--- src/rtl/priority_encoder_if.sv ---
// Request/result bundle of the registered priority encoder.
// No handshake: the master presents a request vector every cycle, and the encoded result follows one clock later.
interface priority_encoder_if #(
  parameter int WIDTH = 4
);
  localparam int OUT_W = $clog2(WIDTH);

  logic [WIDTH-1:0] in;
  logic [OUT_W-1:0] out;
  logic             valid;
  logic [WIDTH-1:0] onehot;
  logic             multi;

  modport master (output in, input out, valid, onehot, multi);
  modport slave  (input in, output out, valid, onehot, multi);
endinterface

--- src/rtl/priority_encoder.sv ---
// Registered highest-index-wins priority encoder built from a reduction tree of 2:1 priority cells.
// out, valid, onehot and multi describe the vector that was sampled on the previous rising edge.
module priority_encoder #(
  parameter int WIDTH = 4,
  localparam int OUT_W = $clog2(WIDTH)
) (
  input logic                clk,
  input logic                rst,
  priority_encoder_if.slave  bus
);
  localparam int P = 1 << OUT_W;

  // The tree is stored as a heap. Node 1 is the root, node k has children 2k and 2k+1,
  // and leaf i sits at P+i. Any leaf at or above WIDTH is tied to zero.
  logic             node_v  [1:2*P-1];
  logic [OUT_W-1:0] node_ix [1:2*P-1];

  logic [OUT_W-1:0] out_d, out_q;
  logic             valid_d, valid_q;
  logic [WIDTH-1:0] onehot_d, onehot_q;
  logic             multi_d, multi_q;

  always_comb begin
    for (int k = 1; k < 2 * P; k++) begin
      node_v[k]  = 1'b0;
      node_ix[k] = '0;
    end
    for (int i = 0; i < P; i++) node_ix[P+i] = OUT_W'(i);
    for (int i = 0; i < WIDTH; i++) node_v[P+i] = bus.in[i];
    // Each cell passes the upper half's result when that half holds a request.
    for (int k = P - 1; k >= 1; k--) begin
      node_v[k]  = node_v[2*k] | node_v[2*k+1];
      node_ix[k] = node_v[2*k+1] ? node_ix[2*k+1] : node_ix[2*k];
    end
  end

  always_comb begin
    out_d    = node_ix[1];
    valid_d  = node_v[1];
    onehot_d = node_v[1] ? (WIDTH'(1) << node_ix[1]) : '0;
    multi_d  = |(bus.in & ~onehot_d);
  end

  always_ff @(posedge clk) begin
    if (rst) begin
      out_q    <= '0;
      valid_q  <= 1'b0;
      onehot_q <= '0;
      multi_q  <= 1'b0;
    end else begin
      out_q    <= out_d;
      valid_q  <= valid_d;
      onehot_q <= onehot_d;
      multi_q  <= multi_d;
    end
  end

  assign bus.out    = out_q;
  assign bus.valid  = valid_q;
  assign bus.onehot = onehot_q;
  assign bus.multi  = multi_q;
endmodule

--- src/flat_wrapper.sv ---
// flat-port wrapper written by rule: the top's interface ports become plain ports
module priority_encoder_flat 
#(
  parameter int WIDTH = 4,
  localparam int OUT_W = $clog2(WIDTH)
)
  (clk, rst, bus_in, bus_out, bus_valid, bus_onehot, bus_multi);
  priority_encoder_if #(.WIDTH(WIDTH)) bus_i ();
  input logic clk;
  input logic rst;
  input wire logic [$bits(bus_i.in)-1:0] bus_in;
  output wire logic [$bits(bus_i.out)-1:0] bus_out;
  output wire logic [$bits(bus_i.valid)-1:0] bus_valid;
  output wire logic [$bits(bus_i.onehot)-1:0] bus_onehot;
  output wire logic [$bits(bus_i.multi)-1:0] bus_multi;
  assign bus_i.in = bus_in;
  assign bus_out = bus_i.out;
  assign bus_valid = bus_i.valid;
  assign bus_onehot = bus_i.onehot;
  assign bus_multi = bus_i.multi;
  priority_encoder #(.WIDTH(WIDTH)) u_core (.clk(clk), .rst(rst), .bus(bus_i));
endmodule
--- config.mk ---
export PLATFORM = sky130hd
export DESIGN_NAME = priority_encoder_flat
export DESIGN_NICKNAME = d
export VERILOG_FILES = /design/src/rtl/priority_encoder_if.sv /design/src/rtl/priority_encoder.sv /design/src/flat_wrapper.sv
export SDC_FILE = /design/constraint.sdc
export NUM_CORES = 1
export LEC_CHECK = 0
export BUFFER_PORTS_ARGS = -buffer_cell sky130_fd_sc_hd__buf_2
export CORE_AREA = 2 2 39 41
export DETAILED_ROUTE_END_ITERATION = 7
export DIE_AREA = 0 0 41 43
export HOLD_SLACK_MARGIN = 0.03
export SETUP_SLACK_MARGIN = 0.4
export SLEW_MARGIN = 20
export SYNTH_ARGS = -nofsm -noshare
export SYNTH_HDL_FRONTEND = slang
export SYNTH_SLANG_ARGS = --single-unit
--- constraint.sdc ---
create_clock -name clk -period 1.45 [get_ports clk]
set_input_delay 0.2175 -clock clk [delete_from_list [all_inputs] [get_ports clk]]
set_output_delay 0.2175 -clock clk [all_outputs]
set_load 0.005 [all_outputs]
; ---- Word level (Yosys, flattened, before mapping)
; Cells that the tools add are included.
[op_classes]
shift = 1
n_mux = 4
bitwise_logic = 5
reduce_logical = 1
[op_table]
columns = op, count
row1 = $and A4 B4 Y4, 1
row2 = $mux W4, 1
row3 = $not A4 Y4, 1
row4 = $reduce_or A4 Y1, 1
row5 = $shl A1 B2 Y4 const A, 1
row6 = $or A1 B1 Y1, 3
row7 = $mux W1, 2
row8 = $mux W2, 1
[word_totals]
ff_bits = 8
inputBits = 6
elab_cells = 15

; ---- Depth between registers and ports, before layout
[logic_depth]
word_depth = 7
mapped_depth = 2

; ---- Worst setup path before layout
; No wires, ideal clock.
[synth_timing]
path_kind = input -> register
start = input rst
end = register u_core.multi_q, in the netlist u_core.bus.multi
t_arrival_ns = 0.620
required_time_ns = 1.362
setup_slack_ns = 0.742
stages = 2
path_buffers = 1
cell_sequence = clkbuf_1 -> nor4_2
[synth_rtl]
columns = item, line_no
row1 = start: declaration, flat_wrapper.sv:10  ; input logic rst;
row2 = end signal: assignment, priority_encoder.sv:54  ; multi_q <= multi_d;
row3 = end: declaration, priority_encoder.sv:21  ; logic multi_d, multi_q;
; No word-level cell between the ends.

; ---- Final worst setup path
[layout_timing]
start = register u_core.onehot_q[0], in the netlist u_core.bus.onehot[0]
end = output bus_onehot[0]
[layout_rtl]
columns = item, line_no
row1 = start: declaration, priority_encoder.sv:20  ; logic [WIDTH-1:0] onehot_d, onehot_q;
row2 = start signal: assignment, priority_encoder.sv:53  ; onehot_q <= onehot_d;
row3 = end: declaration, flat_wrapper.sv:14  ; output wire logic [$bits(bus_i.onehot)-1:0] bus_onehot;
; No word-level cell between the ends.

==> summary by stage <==
Setup path
The number of buffers and inverters on the critical path is 1. At the worst endpoint, the required time is 1.23 ns. The largest fanout on the critical path is 1. The signal arrival time at the worst endpoint is 0.66 ns. The critical path in this run is classified as reg -> out. The maximum single-stage delay on the critical path is 0.30 ns. The critical path's slowest cell is sky130_fd_sc_hd__dfxtp_1. The critical path goes through buf_2. The worst setup path is launched from a flip-flop. The cell class contributing the biggest share of worst-path delay is flip-flops.

The capturing element type of the critical path is a primary output.

Clock network
The clock-pin slew on the worst setup and hold paths is 0.05 ns. The clock sink count is 8. The H-tree depth reported by CTS is 1. The number of buffers inserted for hold repair after clock tree synthesis is 0.

The root cell of the clock tree is sky130_fd_sc_hd__clkbuf_4. The total setup buffers inserted after CTS is 0. The number of buffers inserted during clock tree synthesis is 3. The number of resized instances in the post-cts repair step is 0. TritonCTS built the clock tree. The buffer depth of the longest clock path is 2.

Final layout
In the final design database the tool counted 47 nets. The number of antenna diodes in the final layout is 0. From synthesis to final layout, the design area changed by 40.7%.

The fraction of the core area covered by cells at the end of the flow is 25.9%. The library cells used most frequently in the layout, excluding fill and tap cells, are sky130_fd_sc_hd__buf_2, sky130_fd_sc_hd__dfxtp_1, sky130_fd_sc_hd__nor2_1, sky130_fd_sc_hd__clkbuf_4. The cell area after layout is 359 um2. Leaving out fill and tap cells, the most frequent cell in the layout is sky130_fd_sc_hd__buf_2. The fraction of layout cells with a size suffix above 1 is 48.7%.

Synth
The top cell type's share of synthesized area is 62.7%. The largest total area in the synthesized netlist belongs to sky130_fd_sc_hd__dfxtp_1. Summing the areas of all xor and xnor instances in the mapped netlist gives 0% of the synthesized area. The count of synthesis-stage warnings from yosys is 0. The proportion of synthesized chip area in sequential cells is 62.7%. In the post-synthesis netlist, the biggest area contributors are sky130_fd_sc_hd__dfxtp_1, sky130_fd_sc_hd__nand2b_1, sky130_fd_sc_hd__nor4_2. In this run, synthesis produced a sequential element count of 8. The cell count after synthesis came out at 24. Of the post-synthesis cell area, the part taken by muxes is 0%. Of the total synthesized cell area, the portion taken by AND, OR, NAND and NOR gates is 27.5%.

The average instance in the mapped netlist occupies 10.6 um2. The synthesized netlist devotes 6.86% of its cell area to compound gates. Counting every net in the synthesized netlist gives 30. The number of unique standard cell types used by synthesis is 12.

By area, the combinational part of the netlist is dominated by simple AND/OR/NAND/NOR gates. The cell area after synthesis is 255 um2. Summing the areas of all fa, ha and maj instances in the mapped netlist gives 0% of the synthesized area.

STA
Setup repair after global routing left no endpoint under its margin. The tightest slew margin relative to the limit is 83.9%. The count of pins over their slew limit came to 0. In the final timing run, aggregate negative setup slack is 0 ns. The final count of hold timing violations is 0.

Setup violations remaining at the end of the flow were counted as 0. The final period utilization is 60.7%. The clock period minus worst slack is 0.880 ns.

The measured slew at the worst slew-check pin is 0.241 ns. The maximum clock frequency is 1.14 GHz. The worst path meets setup with 0.570 ns of slack.

Routing
The total wire length is 469 um. After the first detailed-routing iteration, the DRC count stood at 3. The detailed-routing iteration count for the pre-antenna-repair pass is 2. The detail-routed via count per cell is 4.02.

The total via count in the routed design is 221. The count of antenna-violating nets left after detailed routing is 0. The mean routed wirelength per cell is 8.53 um. After detailed routing, the number of remaining DRC violations is 0.

Power
In this run the power spent charging and discharging nets is 0.0925 mW. The power per unit of standard cell area is 1220 nW/um2. The proportion of power drawn by flip-flops and latches is 53.4%.

Net switching is 21.1% of the power. The relative contribution of the clock network to total power is 36.7%. The largest voltage drop on the vdd net is 0.000294 V. The internal portion of the total power is 0.346 mW. For this design the static power due to leakage is 0.165 nW.

The part of the power in combinational logic is 9.9%.

Placed design
The worst slack at placement is 0.623 ns. The half-perimeter wire length after detailed placement is 361 um. Summing all placed instances gives a cell area of 337 um2. The total of buffers placed on input and output ports is 13. The final RePlAce weighted congestion is 0.695.

Global route
The largest net degree at the start of global routing is 9. The number of antenna violations at the first check in global routing is 0. The global-route wire length before repair is 779 um.

Global routing used 7.76% of the available tracks across all layers. The global route total overflow is 0. The via count of the first global-routing pass is 187.

Hold path
The tightest min-delay check is of the in -> reg type.

Floorplanning
14 I/O pins were placed. The area inside the core boundary is 1380 um2. In this run the core area contains 14 standard-cell rows. Measured along the x axis, the die boundary spans 41 um. For this configuration, the core starts out at a cell density of 18.4%. In this run the vertical extent of the chip is 43 um. The total die area is 1760 um2.

Status
The run finished with clean final reports.

Run
Max-cap violations in this run came to 0.
==> metrics by stage <==
stage / hold slack, ns / std cells / power, mW
6_report: 0.187 / 55 / 0.439
5_1_grt: 0.185 / 55 / 0.476
4_1_cts: 0.179 / 55 / 0.449
3_5_place_dp: 0.449 / 52 / 0.283
3_3_place_gp: 0.444 / 52 / 0.283
2_1_floorplan: 0.293 / 24 / 0.257
==> layout make-up <==
| type | instances | area, um2 |
|---|---|---|
| multi-input combinational | 14 | 87.6 |
| clock buffer | 3 | 22.5 |
| sequential | 8 | 160 |
| tap | 16 | 20.0 |
| inverter | 1 | 3.75 |
| timing repair buffer | 13 | 65.1 |
| fill | 158 | 1020 |
==> cell usage after synthesis <==
master	n
sky130_fd_sc_hd__inv_2	1
sky130_fd_sc_hd__a211oi_1	1
sky130_fd_sc_hd__a21oi_1	2
sky130_fd_sc_hd__nor3b_1	1
sky130_fd_sc_hd__nand2b_1	2
sky130_fd_sc_hd__clkbuf_1	1
sky130_fd_sc_hd__nor3_2	1
sky130_fd_sc_hd__nor3_1	2
sky130_fd_sc_hd__nor4_1	1
sky130_fd_sc_hd__nor2_1	3
sky130_fd_sc_hd__nor4_2	1
sky130_fd_sc_hd__dfxtp_1	8
==> sequential cells by signal (all words and copies together), names as in the netlist <==
name and count:
u_core.bus.out 2, u_core.bus.multi 1, u_core.bus.onehot 4, u_core.bus.valid 1
==> final timing paths <==
check / slack (ns) / end / depth (start not counted) / startpoint
setup / recovery: 0.57 / bus_onehot[0] / 1 / u_core.bus.onehot[0]
hold / removal: 0.19 / u_core.bus.onehot[0] / 2 / bus_in[1]
==> logic make-up (layout without fill, tap and decap cells) <==
family,count (synthesis),in the layout
flops,8,8
buf+inv,2,17
simple gates,11,11
compound gates,3,3
==> metal layers <==
metal  vias up  routed length [um]  GRT usage, %
li1        113                   -             -
met1        93                 201          8.79
met2        13                 212          7.19
met3         2                  48          6.28
met4         0                   7          10.0
met5         -                   0             0
==> power groups by stage <==
stage	combinational (mW)	sequential (mW)	clock, mW
after floorplan	0.0166	0.241	0
after global placement	0.0437	0.239	0
after detailed placement	0.0438	0.239	0
after CTS	0.0441	0.234	0.171
after global routing	0.0491	0.235	0.192
final	0.0436	0.234	0.161
No activity file was read; power rests on OpenSTA's default activity.
